$ cat src/rtl/jk_ctrl_pkg.sv
// rtl/jk_ctrl_pkg.sv - shared opcodes, FSM states and defaults for the JK bank controller
//
// Contents:
//   DEFAULT_WIDTH  default number of JK cells in the bank
//   OP_*           3-bit command opcodes (6 and 7 are illegal and execute as HOLD)
//   state_t        controller FSM states
//   exec_jk        per-bit {j,k} drive for a single-cycle command
package jk_ctrl_pkg;

  localparam int DEFAULT_WIDTH = 4;

  localparam logic [2:0] OP_HOLD   = 3'd0;
  localparam logic [2:0] OP_SET    = 3'd1;
  localparam logic [2:0] OP_CLEAR  = 3'd2;
  localparam logic [2:0] OP_TOGGLE = 3'd3;
  localparam logic [2:0] OP_LOAD   = 3'd4;
  localparam logic [2:0] OP_COUNT  = 3'd5;

  typedef enum logic [1:0] {
    ST_IDLE  = 2'd0,
    ST_EXEC  = 2'd1,
    ST_COUNT = 2'd2
  } state_t;

  // Returns {j, k} for one bank bit. HOLD, COUNT (only reaches EXEC with
  // N = 0) and the illegal opcodes all fall into the default J=K=0.
  function automatic logic [1:0] exec_jk(input logic [2:0] op,
                                         input logic       m,
                                         input logic       a);
    logic [1:0] jk;
    case (op)
      OP_SET:    jk = {m, 1'b0};
      OP_CLEAR:  jk = {1'b0, m};
      OP_TOGGLE: jk = {m, m};
      OP_LOAD:   jk = {m & a, m & ~a};
      default:   jk = 2'b00;
    endcase
    return jk;
  endfunction

endpackage

$ cat src/rtl/jkff_cell.sv
// rtl/jkff_cell.sv - single JK flip-flop built on a D register
//
// Ports:
//   clk    rising-edge clock
//   rst_n  synchronous active-low reset, clears q
//   j, k   JK inputs (00 hold, 10 set, 01 clear, 11 toggle)
//   q      flip-flop output
module jkff_cell (
  input  logic clk,
  input  logic rst_n,
  input  logic j,
  input  logic k,
  output logic q
);

  always_ff @(posedge clk) begin
    if (!rst_n) begin
      q <= 1'b0;
    end else begin
      q <= (j & ~q) | (~k & q);
    end
  end

endmodule

$ cat src/rtl/jk_bank_ctrl.sv
// rtl/jk_bank_ctrl.sv - command-driven controller for a bank of JK flip-flops
//
// Ports:
//   clk        rising-edge clock
//   rst_n      synchronous active-low reset
//   cmd_valid  command presented
//   cmd_ready  controller idle and able to accept a command
//   cmd_op     opcode (HOLD/SET/CLEAR/TOGGLE/LOAD/COUNT, 6-7 illegal)
//   cmd_mask   per-bit enable for SET/CLEAR/TOGGLE/LOAD
//   cmd_arg    LOAD data, or cycle count N for COUNT
//   q          bank outputs
//   busy       a command is executing
//   done       one-cycle pulse in the first idle cycle after a command
module jk_bank_ctrl
  import jk_ctrl_pkg::*;
#(
  parameter int WIDTH = DEFAULT_WIDTH
) (
  input  logic             clk,
  input  logic             rst_n,
  input  logic             cmd_valid,
  output logic             cmd_ready,
  input  logic [2:0]       cmd_op,
  input  logic [WIDTH-1:0] cmd_mask,
  input  logic [WIDTH-1:0] cmd_arg,
  output logic [WIDTH-1:0] q,
  output logic             busy,
  output logic             done
);

  state_t           state;
  state_t           state_nxt;
  logic [2:0]       op_r;
  logic [WIDTH-1:0] mask_r;
  logic [WIDTH-1:0] arg_r;
  logic             done_r;
  logic             accept;
  logic             count_last;
  logic [WIDTH-1:0] j;
  logic [WIDTH-1:0] k;

  assign accept     = cmd_valid & cmd_ready;
  // arg_r doubles as the remaining-increment counter while counting.
  assign count_last = (state == ST_COUNT) && (arg_r == WIDTH'(1));
  assign done       = done_r;

  // State register and captured command.
  always_ff @(posedge clk) begin
    if (!rst_n) begin
      state  <= ST_IDLE;
      done_r <= 1'b0;
      op_r   <= OP_HOLD;
      mask_r <= '0;
      arg_r  <= '0;
    end else begin
      state  <= state_nxt;
      // The cycle after the last active edge is the first one where q is final.
      done_r <= (state == ST_EXEC) || count_last;
      if (accept) begin
        op_r   <= cmd_op;
        mask_r <= cmd_mask;
        arg_r  <= cmd_arg;
      end else if (state == ST_COUNT) begin
        arg_r <= arg_r - WIDTH'(1);
      end
    end
  end

  // Next-state logic.
  always_comb begin
    state_nxt = state;
    case (state)
      ST_IDLE: begin
        if (accept) begin
          if (cmd_op == OP_COUNT && cmd_arg != '0) begin
            state_nxt = ST_COUNT;
          end else begin
            state_nxt = ST_EXEC;
          end
        end
      end
      ST_EXEC: begin
        state_nxt = ST_IDLE;
      end
      ST_COUNT: begin
        if (count_last) begin
          state_nxt = ST_IDLE;
        end
      end
      default: begin
        state_nxt = ST_IDLE;
      end
    endcase
  end

  // Outputs and JK drive.
  always_comb begin
    logic carry;
    logic [1:0] jk;
    cmd_ready = (state == ST_IDLE);
    busy      = (state != ST_IDLE);
    j         = '0;
    k         = '0;
    carry     = 1'b1;
    jk        = 2'b00;
    for (int i = 0; i < WIDTH; i++) begin
      case (state)
        ST_EXEC: begin
          jk   = exec_jk(op_r, mask_r[i], arg_r[i]);
          j[i] = jk[1];
          k[i] = jk[0];
        end
        ST_COUNT: begin
          // Ripple-AND of the lower bits: bit i toggles when all below are 1.
          j[i] = carry;
          k[i] = carry;
        end
        default: begin
          j[i] = 1'b0;
          k[i] = 1'b0;
        end
      endcase
      carry = carry & q[i];
    end
  end

  for (genvar g = 0; g < WIDTH; g++) begin : g_bank
    jkff_cell u_cell (
      .clk   (clk),
      .rst_n (rst_n),
      .j     (j[g]),
      .k     (k[g]),
      .q     (q[g])
    );
  end

endmodule

$ cat config.mk
export PLATFORM = sky130hd
export DESIGN_NAME = jk_bank_ctrl
export DESIGN_NICKNAME = d
export VERILOG_FILES = /design/src/rtl/jk_ctrl_pkg.sv /design/src/rtl/jkff_cell.sv /design/src/rtl/jk_bank_ctrl.sv
export SDC_FILE = /design/constraint.sdc
export NUM_CORES = 1
export LEC_CHECK = 0
export ABC_AREA = 1
export BUFFER_PORTS_ARGS = -buffer_cell sky130_fd_sc_hd__buf_2
export CAP_MARGIN = 15
export CORE_MARGIN = 2
export CORE_UTILIZATION = 30
export CTS_CLUSTER_SIZE = 16
export DETAILED_ROUTE_END_ITERATION = 16
export PLACE_DENSITY = 0.54
export REMOVE_ABC_BUFFERS = 1
export SETUP_SLACK_MARGIN = 0.5
export SYNTH_ARGS = -nofsm -noshare
export SYNTH_HDL_FRONTEND = slang
export SYNTH_HIERARCHICAL = 1
export SYNTH_SLANG_ARGS = --single-unit
$ cat constraint.sdc
create_clock -name clk -period 3.01 [get_ports clk]
set_input_delay 0.301 -clock clk [delete_from_list [all_inputs] [get_ports clk]]
set_output_delay 0.301 -clock clk [all_outputs]
set_load 0.01 [all_outputs]
; Word-level counts from Yosys, hierarchy flattened
; Cells that the tools add are included.
[totals]
rom_bits = 0
word_cells = 81
mem_bits_rw = 0
n_memories = 0
latchBits = 0
in_bits = 14
reg_bits = 18
out_inout_bits = 7
[classes]
n_eq_ne = 10
n_shift = 0
div_mod_pow = 0
bitwise_logic = 35
n_addsub = 1
order_cmp = 0
n_mux = 18
reduce_logical = 8
n_mul = 0
[ops]
columns = op, n
row1 = $pmux W2 S4, 4
row2 = $and A1 B1 Y1, 19
row3 = $pmux W1 S2, 8
row4 = $not A1 Y1, 12
row5 = $mux W4, 2
row6 = $eq A3 B2 Y1 const B, 2
row7 = $eq A3 B3 Y1 const B, 2
row8 = $mux W2, 3
row9 = $eq A4 B1 Y1 const B, 1
row10 = $or A1 B1 Y1, 4
row11 = $pmux W2 S2, 1
row12 = $reduce_bool A2 Y1, 2
row13 = $reduce_bool A4 Y1, 1
row14 = $sub A4 B1 Y4 const B, 1
row15 = $eq A3 B1 Y1 const B, 1
row16 = $eq A2 B1 Y1 const B, 1
row17 = $eq A2 B2 Y1 const B, 1
row18 = $logic_and A1 B1 Y1, 2
row19 = $logic_not A2 Y1, 1
row20 = $ne A2 B1 Y1 const B, 1
row21 = $ne A2 B2 Y1 const B, 1
row22 = $reduce_and A2 Y1, 1
row23 = $logic_or A1 B1 Y1, 1

; Logic depth before layout (Yosys ltp)
[depth]
word_depth = 7
mapped_depth = 9
mapped_depth_nobuf = 9

; Cells and area by module
; The synthesis kept the hierarchy.
[modules_own_cells]
columns = mod, area_per_inst_um2, cells_per_inst, n_inst
row1 = jk_bank_ctrl, 925.9, 140, 1
row2 = jkff_cell, 37.5, 5, 4

; Least setup slack after synthesis
; Ideal clock, no wire load.
[synth_path]
path_type = register -> register
from = register state[0]
to = register arg_r[0]
path_slack_ns = 1.749
required_time_ns = 2.897
arrival_ns = 1.148
stages_incl_launch_ff = 9
path_buffers = 0
setup_time_ns = 0.113
cell_sequence = dfxtp_1 inv_1 ha_1 nand2_2 clkinv_4 nand2_1 o21ai_0 o21ai_1 inv_1
[synth_between]
elab_chain_len = 3
word_cells_on_any_way = 5
[synth_rtl]
columns = element, line_no
row1 = from (decl), jk_bank_ctrl.sv:31  ; state_t state;
row2 = from (signal assigned), jk_bank_ctrl.sv:56  ; state <= state_nxt;
row3 = $logic_not A2 Y1 (*), jk_bank_ctrl.sv:100  ; cmd_ready = (state == ST_IDLE);
row4 = net cmd_ready, jk_bank_ctrl.sv:22  ; output logic cmd_ready,
row5 = $and A1 B1 Y1 (*), jk_bank_ctrl.sv:42  ; assign accept = cmd_valid & cmd_ready;
row6 = $mux W4 / $reduce_bool A2 Y1 (equally long branches), -
row7 = to (signal assigned), jk_bank_ctrl.sv:62  ; arg_r <= cmd_arg;
row8 = to (signal assigned), jk_bank_ctrl.sv:64  ; arg_r <= arg_r - WIDTH'(1);
row9 = to (decl), jk_bank_ctrl.sv:35  ; logic [WIDTH-1:0] arg_r;
; Mark *: on every way through the listed nets, which the timed path passes. The rest lies on a longest branch.
; A chain may end at the register's enable or synchronous reset.

; Final worst setup path
[layout_path]
from = register state[0]
to = register arg_r[0]
[layout_between]
elab_chain_len = 3
word_cells_on_any_way = 5
[layout_rtl]
columns = element, line_no
row1 = $logic_not A2 Y1, jk_bank_ctrl.sv:100
row2 = $and A1 B1 Y1, jk_bank_ctrl.sv:42
row3 = $mux W4 / $reduce_bool A2 Y1 (equally long branches), -
; Parallel ways exist; a longest one is shown, timed or not.

==> flow_summary.ini <==
[sta]
setup_repair_after_global_routing_missed_its_margin = false
setup_violations = 0
fin_worst_skew_ps = 3.306
worst-slew-pin-transition_ps = 328.4
timing.slew.headroom = 0.7808
maxClockFrequency_mhz = 655.3
finalSetupTns_ps = 0
timing_hold_violations_final = 0
final-max-slew-violation-count = 0
finalCritPeriodShare = 0.5070
layout_min_cycle_time_ps = 1526

[synth]
postSynth.asyncResetShare = 0
post_synth.cell_area_avg_um2 = 6.725
synth-seq-cells = 18
synthesis.area_mm2 = 0.001076
synth_commonest_cells = sky130_fd_sc_hd__nand2_1, sky130_fd_sc_hd__nand3_1, sky130_fd_sc_hd__dfxtp_1, sky130_fd_sc_hd__nor2_1, sky130_fd_sc_hd__inv_1
yosysSeqAreaShare = 0.3349
synth.largest_area_cell = sky130_fd_sc_hd__dfxtp_1
synthFlopType = sky130_fd_sc_hd__dfxtp_1
netlist-cell-type-count = 24
synth.most_common_cell = sky130_fd_sc_hd__nand2_1
postSynthCellCount = 160
top_area_cells_in_the_synthesized_netlist = sky130_fd_sc_hd__dfxtp_1, sky130_fd_sc_hd__nand2_1, sky130_fd_sc_hd__nand3_1
synth_edf_count = 0
yosys_warnings = 6
post-synth-top-area-fraction = 0.3349

[drt]
detail_route.iter0.violations = 40
detail_route.wirelength_mm = 2.604
detail-route-antenna-nets = 0
first_pass_iters = 4
avg_wl_per_cell_um = 11.57
number_of_vias_in_the_routed_layout = 1106
ratio_of_routed_vias_to_standard_cells = 4.916
drc = 0

[cts]
clk-insertion-delay-late_ps = 290
cts_num_sinks = 18
cts-root-to-sink-buffers = 2
cts_buffers = 3
cts.root.buffer_cell = sky130_fd_sc_hd__clkbuf_4
cts-hold-fix-buffers = 0
clk_pin_slew_ps = 100
htreeDepth = 1
postCtsSetupRepairBufs = 0
post_cts.resized_instances = 0
cts_tree = yes

[hold_path]
worst_hold_path_type = primary input to flip-flop
worst_hold_path.num_cells = 3
hold_end = mask_r[0]
hold_path_startpoint = cmd_mask[0]

[grt]
grt_overflow_total = 0
global_route_wire_length_before_repair_mm = 4.650
vias_in_the_first_global_route = 1105
maximum_number_of_pins_on_one_net_before_global_route_repair = 17
global_route.usage.total = 0.1439
initial_antenna_violation_count = 0

[power]
p_leak_nw = 0.5445
power_density_mw_per_mm2 = 402.9
vdd.ir_drop.worst_v = 0.0001936

[finish]
post-route-util = 0.3640
count_of_nets_after_finishing = 200
antenna_cells_inserted = 0
layout-drive-gt1-share = 0.2179
area_delta_synth_final_pct = 14.65

[outcome]
outcome = finished, final reports clean

[die]
floorplan_core_area_mm2 = 0.003390
design.portCount = 21
fp-row-count = 21
chipWidth_um = 63.89
chipHeight_um = 63.89
initial_util = 0.3175
area_enclosed_by_the_die_boundary_mm2 = 0.004082

[worst_setup_path]
slowest_cell_on_crit_path = sky130_fd_sc_hd__dfxtp_1
regToRegStartpoint = state[0]
critPathArrivalTime_ps = 1720
worstPathMaxFanout = 15
crit_chain = inv_1 -> ha_1 -> nand2_2 -> clkinv_4 -> nand2_1 -> o21ai_0 -> o21ai_1 -> inv_1
required_time_of_the_critical_path_ps = 3210
critical_path.most_common_cell = sky130_fd_sc_hd__inv_1
endpoint_kind = flip-flop
crit_path_max_incr_delay_ps = 370
reg2reg_to = arg_r[0]
timing_worst_setup_path_type = flip-flop to flip-flop
ff2ff_path_depth = 8
cp-start-kind = flip-flop
reg2reg_setup_slack_ps = 1480

[placement]
portBuffers = 20
post-dp-hpwl_mm = 2.042
weighted_congestion_at_the_end_of_routability_driven_global_placement = 0.7760

[run]
drv.max_cap_violation_count = 0
placed cells by master (no fill, tap or decap):
cell type	n
sky130_fd_sc_hd__nand2_2	3
sky130_fd_sc_hd__nor2_1	18
sky130_fd_sc_hd__o21ai_1	4
sky130_fd_sc_hd__buf_2	20
sky130_fd_sc_hd__clkinv_4	1
sky130_fd_sc_hd__nor2_4	1
sky130_fd_sc_hd__dfxtp_1	18
sky130_fd_sc_hd__xor2_1	1
sky130_fd_sc_hd__o21ai_2	1
sky130_fd_sc_hd__ha_1	5
sky130_fd_sc_hd__nand3_1	20
sky130_fd_sc_hd__nand4_1	4
sky130_fd_sc_hd__nand2_1	29
sky130_fd_sc_hd__a21oi_2	2
sky130_fd_sc_hd__a21oi_1	14
sky130_fd_sc_hd__clkbuf_4	3
sky130_fd_sc_hd__nor2_2	4
sky130_fd_sc_hd__nand3_2	1
sky130_fd_sc_hd__inv_2	3
sky130_fd_sc_hd__inv_1	15
sky130_fd_sc_hd__o21ai_0	9
sky130_fd_sc_hd__o21a_1	1
sky130_fd_sc_hd__nor3_1	2
power by group:
group	leakage, nW	internal (W)	total, W	switching (W)
registers	0.148	0.000253	0.000271	0.0000173
clock network	0.0138	0.0000466	0.000120	0.0000731
logic	0.383	0.0000386	0.000107	0.0000683
final cells by class:
| class | instances | area, um2 |
|---|---|---|
| well taps | 46 | 57.56 |
| flip-flops and latches | 18 | 360.3 |
| repair buffers | 20 | 100.1 |
| clock buffers | 3 | 22.52 |
| multi-input cells | 119 | 616.8 |
| fillers | 378 | 2156 |
| inverters | 19 | 76.32 |
metrics by stage:
stage	cell area [um2]	power [W]	hold WS, ps	instances	setup WS (ps)
after floorplan	1054	0.0003466	406.1	156	1660
after global placement	1211	0.0003800	474.8	222	1600
after detailed placement	1211	0.0003833	494.9	222	1484
after CTS	1234	0.0005078	244.4	225	1461
after global routing	1234	0.0005397	278.5	225	1321
final	1234	0.0004971	257.0	225	1484
state kept, by name, summed over array words and instances (netlist names):
register / count
mask_r: 4
state: 2
g_bank.u_cell/q: 4
done: 1
op_r: 3
arg_r: 4
worst max-delay path by stage:
stage	cells past startpoint	endpoint	startpoint
2_1_floorplan	8	arg_r[0]	state[0]
3_3_place_gp	8	arg_r[0]	state[0]
3_5_place_dp	8	arg_r[0]	state[0]
4_1_cts	8	arg_r[0]	state[0]
5_1_grt	8	arg_r[0]	state[0]
6_report	8	arg_r[0]	state[0]
cell families (layout without fill, tap and decap cells):
logic type | after synthesis | in the layout | share of synthesized area
AO/OA/AOI/OAI | 31 | 31 | 0.1570
XOR/XNOR | 1 | 1 | 0.008141
adder cells (fa/ha/maj) | 5 | 5 | 0.05814
buffers and inverters | 23 | 42 | 0.09186
flip-flops | 18 | 18 | 0.3349
AND/OR/NAND/NOR | 82 | 82 | 0.3500
critical path: cells and delay by family (launching register included):
family	cells	cell delay, ps
AOI/OAI and AO/OA	2	200
adders and majority gates	1	240
buffers and inverters	3	280
DFF	1	370
and+or+nand+nor	2	340
metal layers:
layer | part of all wire | track usage | vias to the layer above
li1 | - | - | 561
met2 | 0.49 | 0.2487 | 31
met1 | 0.45 | 0.1717 | 510
met5 | 0 | 0 | -
met3 | 0.061 | 0.04577 | 4
met4 | 0.0081 | 0.03533 | 0
(Power assumes the default switching activity.)
